File: src/rtl/rca_seq_ctrl.sv
// Add/subtract sequencer that drives one shared external 4-bit ripple-carry adder.
// It processes one nibble per clock, LSB first, and carries between nibbles in carry_r.
module rca_seq_ctrl #(
  parameter int NIBBLES = 4
) (
  input  logic                   clk,
  input  logic                   rst_n,
  input  logic                   start,
  input  logic                   op_sub,
  input  logic [4*NIBBLES-1:0]   a,
  input  logic [4*NIBBLES-1:0]   b,
  output logic                   busy,
  output logic                   done,
  output logic [4*NIBBLES-1:0]   result,
  output logic                   cout,
  output logic                   ovf,
  output logic [3:0]             rca_a,
  output logic [3:0]             rca_b,
  output logic                   rca_cin,
  input  logic [3:0]             rca_s,
  input  logic                   rca_cout
);

  localparam int W  = 4 * NIBBLES;
  localparam int KW = (NIBBLES > 1) ? $clog2(NIBBLES) : 1;
  localparam logic [KW-1:0] K_LAST = KW'(NIBBLES - 1);

  typedef enum logic [1:0] {
    IDLE = 2'd0,
    RUN  = 2'd1,
    DONE = 2'd2
  } state_t;

  state_t          state, state_nx;
  logic [W-1:0]    a_r, b_r, result_r;
  logic            carry_r, cout_r, ovf_r;
  logic [KW-1:0]   k;
  logic [KW+1:0]   base;
  logic            accept;

  assign base   = {k, 2'b00};
  assign result = result_r;
  assign cout   = cout_r;
  assign ovf    = ovf_r;

  always_ff @(posedge clk or negedge rst_n) begin
    if (!rst_n) state <= IDLE;
    else        state <= state_nx;
  end

  always_comb begin
    state_nx = state;
    accept   = 1'b0;
    busy     = 1'b0;
    done     = 1'b0;
    rca_a    = 4'd0;
    rca_b    = 4'd0;
    rca_cin  = 1'b0;
    case (state)
      IDLE: begin
        if (start) begin
          accept   = 1'b1;
          state_nx = RUN;
        end
      end
      RUN: begin
        busy    = 1'b1;
        rca_a   = a_r[base +: 4];
        rca_b   = b_r[base +: 4];
        rca_cin = carry_r;
        if (k == K_LAST) state_nx = DONE;
      end
      DONE: begin
        busy     = 1'b1;
        done     = 1'b1;
        state_nx = IDLE;
      end
      default: state_nx = IDLE;
    endcase
  end

  // Subtraction is a + ~b + 1: b is inverted on capture and the +1 enters as the initial carry.
  always_ff @(posedge clk or negedge rst_n) begin
    if (!rst_n) begin
      a_r      <= '0;
      b_r      <= '0;
      result_r <= '0;
      carry_r  <= 1'b0;
      cout_r   <= 1'b0;
      ovf_r    <= 1'b0;
      k        <= '0;
    end else if (accept) begin
      a_r      <= a;
      b_r      <= op_sub ? ~b : b;
      carry_r  <= op_sub;
      k        <= '0;
      result_r <= '0;
      cout_r   <= 1'b0;
      ovf_r    <= 1'b0;
    end else if (state == RUN) begin
      result_r[base +: 4] <= rca_s;
      carry_r             <= rca_cout;
      k                   <= k + 1'b1;
      if (k == K_LAST) begin
        // The top result bit is still arriving from the adder on this edge, so take it from rca_s.
        cout_r <= rca_cout;
        ovf_r  <= (a_r[W-1] == b_r[W-1]) && (rca_s[3] != a_r[W-1]);
        k      <= '0;
      end
    end
  end

endmodule

File: config.mk
export PLATFORM = sky130hd
export DESIGN_NAME = rca_seq_ctrl
export DESIGN_NICKNAME = d
export VERILOG_FILES = /design/src/rtl/rca_seq_ctrl.sv
export SDC_FILE = /design/constraint.sdc
export NUM_CORES = 1
export LEC_CHECK = 0
export ABC_AREA = 1
export BUFFER_PORTS_ARGS = -buffer_cell sky130_fd_sc_hd__buf_2
export CAP_MARGIN = 20
export CORE_ASPECT_RATIO = 1.25
export CORE_MARGIN = 10
export CORE_UTILIZATION = 35
export CTS_BUF_LIST = sky130_fd_sc_hd__clkbuf_16
export DETAILED_ROUTE_END_ITERATION = 10
export GPL_TIMING_DRIVEN = 1
export PLACE_DENSITY = 0.64
export SYNTH_ARGS = -nofsm -noshare
export SYNTH_HDL_FRONTEND = slang
export SYNTH_SLANG_ARGS = --single-unit
File: constraint.sdc
create_clock -name clk -period 3.3 [get_ports clk]
set_clock_uncertainty 0.15 [all_clocks]
set_input_delay 0.165 -clock clk [delete_from_list [all_inputs] [get_ports clk]]
set_output_delay 0.165 -clock clk [all_outputs]
set_load 0.02 [all_outputs]
## After elaboration in Yosys (flattened, before gate mapping)

Cells that the tools add are included.

| operators by class | value |
|---|---|
| add/subtract/negate cells | 2 |
| eq/ne operators | 7 |
| shifts and indexed selects | 4 |
| multiplexer cells | 25 |
| bitwise gates (word level) | 1 |
| reductions and logical operators | 7 |

Operators with widths:

| cell | count |
|---|---|
| 16-bit two-way mux | 3 |
| 16-bit by 5-bit variable part select with 4-bit output | 2 |
| 16-bit bitwise mux | 1 |
| 16-bit inverter | 1 |
| 4-bit by 6-bit variable shift with 16-bit output (first input constant) | 1 |
| 4-bit by 6-bit variable part select with 16-bit output | 1 |
| 1-bit two-way mux | 13 |
| 2-bit two-way mux | 5 |
| 4-bit two-way mux | 2 |
| 4-bit negator with 6-bit output | 1 |
| 2-bit == test (second input constant) | 2 |
| 2-bit one-hot mux with 2 select lines | 1 |
| 2-bit AND reduction | 2 |
| 2-bit nonzero test | 2 |
| 2-bit by 1-bit adder with 2-bit output (second input constant) | 1 |
| 2-bit by 1-bit == test with 1-bit output (second input constant) | 1 |
| 2-bit zero test | 1 |
| 2-bit by 1-bit inequality test with 1-bit output (second input constant) | 1 |
| 2-bit inequality test (second input constant) | 1 |
| 2-bit OR reduction | 1 |
| 1-bit == test | 1 |
| 1-bit logical AND | 1 |
| 1-bit inequality test | 1 |

| word-level totals | value |
|---|---|
| register bits | 55 |
| bits of input ports | 41 |

## Depth between registers and ports, before layout

Gate-level depths: netlist (run 1).

| depth | value |
|---|---|
| word-level depth | 5 |
| mapped depth | 9 |
| mapped depth without buffers | 8 |

## Least setup slack after synthesis (run 1)

Ideal clock, no wire load.

| timing | value |
|---|---|
| path kind | register -> register |
| start point | reg k[1] |
| end point | reg result_r[10], in the netlist result[10] |
| data arrival time | 1526 ps |
| data required time | 3085 ps |
| slack | 1559 ps |
| cell stages (with the launch flop) | 8 |
| period minus slack after synthesis | 1741 ps |
| path through | dfrtp_1 buf_2 clkinv_1 ha_1 inv_1 nor2_1 nand3_1 nand2_1 |

| between the ends | value |
|---|---|
| word-level cells in the longest chain between the ends | 5 |
| elaborated cells between the ends (all ways) | 6 |

RTL lines:

| what | RTL line | text |
|---|---|---|
| start, declared | 37 | `logic [KW-1:0] k;` |
| start signal, assigned | 103 | `k <= k + 1'b1;` |
| 4-bit negator with 6-bit output (*) | 101 | `result_r[base +: 4] <= rca_s;` |
| 4-bit by 6-bit variable part select with 16-bit output / 4-bit by 6-bit variable shift with 16-bit output (equally long branches) | 101 |  |
| 16-bit bitwise mux (*) | 101 |  |
| 16-bit two-way mux (*) | 100 | `end else if (state == RUN) begin` |
| 16-bit two-way mux (*) | 92 | `end else if (accept) begin` |
| end signal, assigned by index | 101 |  |
| end, declared | 35 | `logic [W-1:0] a_r, b_r, result_r;` |

Mark *: on every way between the ends. The rest lies on a longest branch, timed or not. The select of a mux whose other input is x is not followed.
A chain may end at the register's enable or synchronous reset.

## Final worst setup path (run 1)

| timing | value |
|---|---|
| start point | reg k[0] |
| end point | out rca_a[2] |

| between the ends | value |
|---|---|
| word-level cells in the longest chain between the ends | 2 |

RTL lines:

| what | RTL line | text |
|---|---|---|
| 16-bit by 5-bit variable part select with 4-bit output | 68 | `rca_a = a_r[base +: 4];` |
| 4-bit two-way mux | 59 | `case (state)` |
| end, declared | 17 | `output logic [3:0] rca_a,` |

No other way between the ends.

==> results of run 1 <==
[cells in the final DEF (no fill, tap or decap), types with 2 or more instances in the layout]
cell,count
nand2_1,119
buf_2,69
dfrtp_1,55
inv_1,48
o21ai_0,38
nand3_1,31
dlygate4sd3_1,17
xnor2_1,16
nor2_1,15
a21oi_1,13
ha_1,11
clkbuf_16,5
clkinv_2,3
inv_2,2
buf_4,2
[sequential cells by signal, summed over array words and instances, names as in the netlist]
name     flops
k            2
cout         1
state        2
carry_r      1
ovf          1
b_r         16
result      16
a_r         16
[cells by family after synthesis]
kind of cell    after synthesis  share of synthesized area [%]
compound gates               53                          9.188
simple gates                169                          23.66
fa+ha+maj                    11                          4.723
xor+xnor                     16                          4.809
flops                        55                          47.23
buf+inv                      67                          10.39
[routing by layer]
metal / wire length (um) / part of all wire, %
met1: 3197 / 44
met2: 3648 / 50
met3: 395 / 5.4
met4: 84 / 1.1
met5: 0 / 0
[cell usage after synthesis]
library cell / count / share of area (%)
xnor2_1: 16 / 4.8
dfrtp_1: 55 / 47
nor2_1: 15 / 1.9
nor2_2: 1 / 0.21
clkinv_1: 1 / 0.13
clkbuf_1: 1 / 0.13
buf_6: 4 / 1.5
o21ai_1: 1 / 0.17
nand2_1: 119 / 15
a21oi_1: 13 / 2.2
inv_1: 48 / 6.2
inv_2: 2 / 0.26
nand2_2: 1 / 0.21
buf_2: 7 / 1.2
nor3_2: 1 / 0.34
or2_4: 1 / 0.30
o211ai_1: 1 / 0.26
buf_4: 3 / 0.77
nand3_1: 31 / 5.3
o21ai_0: 38 / 6.5
ha_1: 11 / 4.7
clkbuf_2: 1 / 0.17
[area by class of cell]
| type | count | area [um2] | area share [%] |
|---|---|---|---|
| clock buffers | 5 | 125.1 | 3.481 |
| flip-flops and latches | 55 | 1376 | 38.29 |
| repair buffers | 88 | 530.5 | 14.76 |
| inverters | 51 | 191.4 | 5.325 |
| clock inverters | 3 | 15.01 | 0.4177 |
| well taps | 97 | 121.4 | 3.376 |
| multi-input cells | 249 | 1235 | 34.35 |
[where the power goes]
part	internal, mW	switching [mW]	leakage, nW
sequential	0.925	0.162	0.705
combinational	0.429	0.871	1.19
clock	0.277	0.231	0.0733
total	1.63	1.26	1.97
[worst paths after layout]
check                                             from                      to  slack (ns)
min in group asynchronous                        rst_n   result[9]$_DFFE_PN0P_        0.34
worst min register to register  result[15]$_DFFE_PN0P_  result[15]$_DFFE_PN0P_        0.33
worst max-delay path                  k[0]$_DFFE_PN0P_                rca_a[2]        0.85
worst min-delay path                          rca_s[0]   result[0]$_DFFE_PN0P_       0.003
max in group asynchronous                        rst_n      b_r[0]$_DFFE_PN0P_        1.89
worst max register to register        k[0]$_DFFE_PN0P_   result[9]$_DFFE_PN0P_        0.95
[worst reg2reg max path, stage by stage, from the launching register on]
cell and delay, ns:
dfrtp_1 0.82, inv_2 0.36, ha_1 0.48, inv_1 0.06
nor2_1 0.23, nand3_1 0.12, nand2_1 0.07
[what timing repair did]
item | in CTS | in global routing
setup endpoints to repair | 0 | 0
hold endpoints to repair | 51 | 0
hold buffers | 17 | 0
==> results.md, run 1 <==
- The run finished with clean final reports.
- The count of final max-slew check failures was 0.
- The accumulated negative setup slack is 0 ns.
- The number of buffers added for setup after CTS is 0.
- Sequential elements use 47.23% of the synthesized area.
- With fillers left out, the area of the finished cells amounts to 3595 um2.
- The layer flagged by global routing as most heavily used is met2.
- Dividing total power by cell area gives a power density of around 800 nW/um2.
- The final critical path takes up between 70% and 80% of the cycle.
- The fraction of layout instances using a drive strength above 1 is a little under a fifth.
- The slew at the pin closest to its max-slew limit is 0.9250 ns.
- At the end of the flow the core is filled with cells to 43.87%.
- The clock transition at the registers of the reported paths is 0.07 ns.
- The average footprint of a synthesized cell is approximately 8 um2.
- The worst hold margin is a little over 0.003 ns.
- The clock tree synthesis step divided the H-tree into 2 levels.
- The data arrival time of the worst path is approximately 2.1 ns.
- The fraction of met2 tracks used by global routing is around a fifth.
- The global-route met1 utilization is roughly 15%.
- Once placement finished, the instance area stood at 3284 um2.
- The global-route met3 utilization is under 10%.
- The cell row count is 37.
- The worst hold path belongs to the class input pin to flop.
- The worst pin sits at a relative slew slack of 38.27%.
- The number of placed instances with taps included is 523.
- Once routing completed, OpenROAD measured the worst setup slack at 0.8481 ns.
- Setup repair after global routing left no endpoint under its margin.
- The post-detailed-placement half-perimeter wirelength is ~5600 um.
- The CTS tree is done.
- The slowest stage of the critical path is the dfrtp_1 cell.
- The cell class contributing the biggest share of worst-path delay is flip-flops.
- The layout overhead on the synthesized area is 23.36%.
- The remaining antenna violation count is 0.
- The routability congestion estimate from global placement is 0.7214.
- The initial utilization of the core area, before any placement, comes to 35.56%.
- The later pin in the worst-skew pair is clocked with a latency of slightly below 0.3 ns.
- The overall routed net length is approximately 7300 um.
- The die area is around 12000 um2.
- The number of antenna violations at the first check in global routing came to 0.
- The routed via count is 2520.
- The worst setup path is captured at a primary output.
- The critical path is of the flop to primary output type.
- After technology mapping, the gate count stands at approximately 370.
- The average routed wire per standard cell is around 13 um.
- For this run, the top clock speed supported by timing is between 0.4 and 0.5 GHz.
- The total buffers and inverters traversed by the critical path is 2.
- The number of global-route vias before repair is roughly 2700.
- The number of logic stages on the critical path including buffering is 5.
- The total core area is between 8000 and 9000 um2.
- The total clock sinks is 55.
- The number of warnings issued by yosys is 0.
- The final hold violation count was 0.
- After the first detailed-routing iteration, the DRC count stood at around 120.
- The delay contributed by the slowest stage of the critical path is between 0.8 and 0.9 ns.
- The first-pass iteration count of the detailed router is 4.
- The total overflow reported by the global router is 0.
- Prior to clock tree synthesis, the placed netlist has a worst setup slack of around 1 ns.
- The number of gates given a new drive strength after cts is 0.
- The final net count is 502.
- At the worst endpoint, the required time is about 3 ns.
- The netlist uses 22 different library cells.
- The final antenna diode count is 0.
- The worst register-to-register path has a depth of 6.
- Dividing the detail-routed via count by the number of cells gives 4.599.
- The number of I/O pins is 70.
- For this design the static power due to leakage is approximately 2.0 nW.
- The number of maximum-capacitance violations is 0.
- The time the final worst path needs with I/O delays and setup is around 2.5 ns.
- For this run, design rule violations remaining after detail routing come to 0.
- The combined area of all synthesized cells is roughly 3000 um2.
- The number of nets in the synthesized netlist is 423.
- Walking the worst path, the cells encountered are inv_2, nand2_1, nand3_1, a21oi_1, buf_2.
- The worst setup path is launched from a flop.
- The die is between 100 and 150 um tall.
- The wire length of the first global-routing pass is about 12000 um.
- The floorplan die width is roughly 100 um.
- The clock tree root driver cell is clkbuf_16.
- Of all nets on the critical path, the largest fanout is 25.
- Overall power consumption after layout is estimated at around 2.9 mW.
- The pin count of the biggest net entering global routing is 48.
- The cell depth of the worst min-delay path is 3.
- The maximum clock insertion buffer count is 2.
- The count of buffers added on input and output ports is a little under 70.
- The total global routing track utilization is roughly 12%.
- The final non-filler cell total is 548.
- The number of buffers added by the clock tree synthesis step is 5.
- Across the VDD grid, the largest voltage drop is 0.4535 mV.
- The register bit total from synthesis is 55.
- Counting the fill cells in the layout gives between 800 and 900.
- Setup violations remaining at the end of the flow were counted as 0.
No activity file was read; power rests on OpenSTA's default activity.
==> run 2: changes to the inputs <==
- clock period: 3.3 -> 2.5 ns (I/O delays scaled with it)
==> results.md, run 2 (same netlist as run 1, synthesis figures left out) <==
- The kind of start point of the critical path is a flop.
- The number of antenna violations at the first check in global routing came to 0 (unchanged).
- The pre-CTS setup slack is 0.5958 ns (-0.3875 ns).
- The number of levels in the clock H-tree came to 2 (unchanged).
- TritonCTS built the clock tree.
- Setup repair after global routing left no endpoint under its margin.
- The post-placement cell area came to 3314 um2 (+0.91%).
- The capture endpoint of the worst hold path is b_r[1]$_DFFE_PN0P_.
- The total global routing track utilization came to 12.08% (-0.038 points).
- The final net count is 523 (+4.2%).
- The clock latency on the worst-skew pair is 0.29 ns (about the same).
- The worst min-delay path class is input pin to flop.
- The checks that failed: negative hold slack.
- The cell depth of the worst min-delay path is 3 (unchanged).
- The number of buffers inserted by port buffering is 69 (unchanged).
- The total clock sinks came to 55 (unchanged).
- The run finished, with violations left.
- The overall routed net length is 7075 um (-3.4%).
- The number of I/O pins is 70 (unchanged).
- The cell count of the worst reg-to-reg path is 6 (unchanged).
- The accumulated negative setup slack is 0 ns (unchanged).
- The number of remaining DRC errors was 0 (unchanged).
- The cell row count is 37 (unchanged).
- The effective utilization at floorplan came to 35.56% (unchanged).
- The fraction of layout instances using a drive strength above 1 is 18.22% (-0.63 points).
- The worst setup slack for register-to-register paths was 0.61 ns (-0.34 ns).
- The number of placed instances with taps included came to 527 (+0.76%).
- The average routed wire per standard cell is 12.43 um (-7.0%).
- The count of final max-slew check failures is 0 (unchanged).
- The count of endpoints failing setup in the final report was 0 (unchanged).
- The required time reported for the critical path endpoint is 2.23 ns (-0.75 ns).
- The number of global-route vias before repair is 2665 (+0.49%).
- The number of buffers added by the clock tree synthesis step is 5 (unchanged).
- The final hold violation count is 1 (+1).
- The worst path needs 2.050 ns of the cycle, external delays included.
- The starting DRC count in detailed routing was 102 (-18%).
- The final non-filler cell area is 3791 um2 (+5.5%).
- The floorplan die width is 101.6 um (unchanged).
- The power density over cell area is 1012 nW/um2 (+26%).
- The final antenna diode count came to 0 (unchanged).
- The total core area is 8194 um2 (unchanged).
- The worst flop-to-flop path endpoint is b_r[13]$_DFFE_PN0P_.
- The wire length of the first global-routing pass is 12320 um (about the same).
- The leakage power is 2.060 nW (+4.4%).
- The maximum clock insertion buffer count came to 2 (unchanged).
- The pin count of the biggest net entering global routing came to 36 (-25%).
- The remaining antenna violation count is 0 (unchanged).
- The layout overhead on the synthesized area is 30.10%.
- The die area is 12400 um2 (unchanged).
- The timing-limited maximum frequency is between 0.4 and 0.5 GHz.
- The clock transition at the registers of the reported paths is 0.06 ns (about the same).
- The maximum vdd drop came to 0.4478 mV (-1.2%).
- The final non-filler cell total was 569 (+3.8%).
- In this run the critical register-to-register path is launched from state[0]$_DFFE_PN0P_.
- The routed via count is 2546 (+1.0%).
- The slew at the pin closest to its max-slew limit is 0.4728 ns (-0.4522 ns).
- The number of maximum-capacitance violations is 0 (unchanged).
- The worst setup path category is flop to primary output.
- The number of gates given a new drive strength after cts was 0 (unchanged).
- The total power of the final layout is 3.838 mW (+33%).
- The data arrival time of the worst path is 1.78 ns (-0.36 ns).
- The average via count per standard cell is 4.475 (-2.7%).
- The first-pass iteration count of the detailed router is 5 (+1).
- The post-detailed-placement half-perimeter wirelength is 5322 um (-4.2%).
- The worst hold margin is -0.007166 ns (-0.01019 ns).
- The highest net fanout along the worst path is 14 (-44%).
- The library cell used most frequently in the layout, excluding fill and tap cells, is nand2_1.
- The total overflow reported by the global router is 0 (unchanged).
- The y dimension of the die is 122.0 um (unchanged).
- The slack of the critical path is 0.4499 ns (-0.3981 ns).
- The worst hold path begins at b[1].
- In this run the clock root is driven by a clkbuf_16.
- The post-route fraction of the period consumed by the critical path is around 82%.
- The worst slew slack as a fraction of its limit was 68.48% (+30 points).
- The library cells used most frequently in the layout, excluding fill and tap cells, are nand2_1 (119), buf_2 (69), dfrtp_1 (55).
- The worst setup path is captured at a primary output.
- The routability congestion estimate from global placement is 0.7545 (+4.6%).
[run 2: cell count changes in the layout (fill, tap and decap cells not counted), sizes merged]
| cell | delta |
|---|---|
| dlygate4sd3 | +17 |
| buf | +4 |
| inv | +1 |
| clkinv | -1 |
[run 2: final cells by class]
| class | count | area [um2] |
|---|---|---|
| well taps | 97 | 121.4 |
| inverters | 51 | 191.4 |
| multi-input cells | 249 | 1235 |
| clock buffers | 5 | 125.1 |
| fillers | 829 | 4403 |
| clock inverters | 3 | 11.26 |
| flip-flops and latches | 55 | 1376 |
| repair buffers | 109 | 730.7 |
[run 2: stage by stage]
step                      hold slack, ns  util (%)
final                          -0.007166     46.27
after detailed placement        -0.04782     40.45
after floorplan                  -0.3206         -
after global placement          -0.05567     40.45
after CTS                       0.001473     46.27
after global routing             0.02343     46.27
[run 2: how the worst max path moves through the flow]
stage	start	end	slack, ns	cells past startpoint
after global placement	state[0]$_DFFE_PN0P_	b_r[10]$_DFFE_PN0P_	0.66	6
after global routing	state[1]$_DFFE_PN0P_	rca_b[3]	0.32	5
after floorplan	k[1]$_DFFE_PN0P_	result[10]$_DFFE_PN0P_	0.76	7
after detailed placement	state[0]$_DFFE_PN0P_	b_r[13]$_DFFE_PN0P_	0.60	6
after CTS	state[1]$_DFFE_PN0P_	rca_b[3]	0.45	5
final	state[1]$_DFFE_PN0P_	rca_b[3]	0.45	5
[run 2: repair_timing]
action,in CTS,in global routing
hold endpoints to repair,54,0
hold buffers,34,0
buffers inserted,0,0
[run 2: power breakdown]
group	leakage (nW)	internal [mW]	switching [mW]	total (mW)
registers	0.705	1.22	0.141	1.36
clock network	0.0701	0.361	0.293	0.654
logic	1.29	0.614	1.21	1.82
total	2.06	2.20	1.64	3.84
[run 2: critical path, cell delays in order (launching register included)]
cell	delay (ns)
dfrtp_1	0.39
inv_1	0.12
ha_1	0.35
inv_2	0.19
a21oi_1	0.22
buf_2	0.20
[run 2: per-layer routing]
layer	wire length (um)	share of wire, %	GRT usage, %	up-vias
met1	3267	46	14.86	1139
met4	70	0.99	3.405	0
li1	-	-	-	1343
met2	3412	48	20.56	60
met5	0	0	0	-
met3	324	4.6	2.775	4
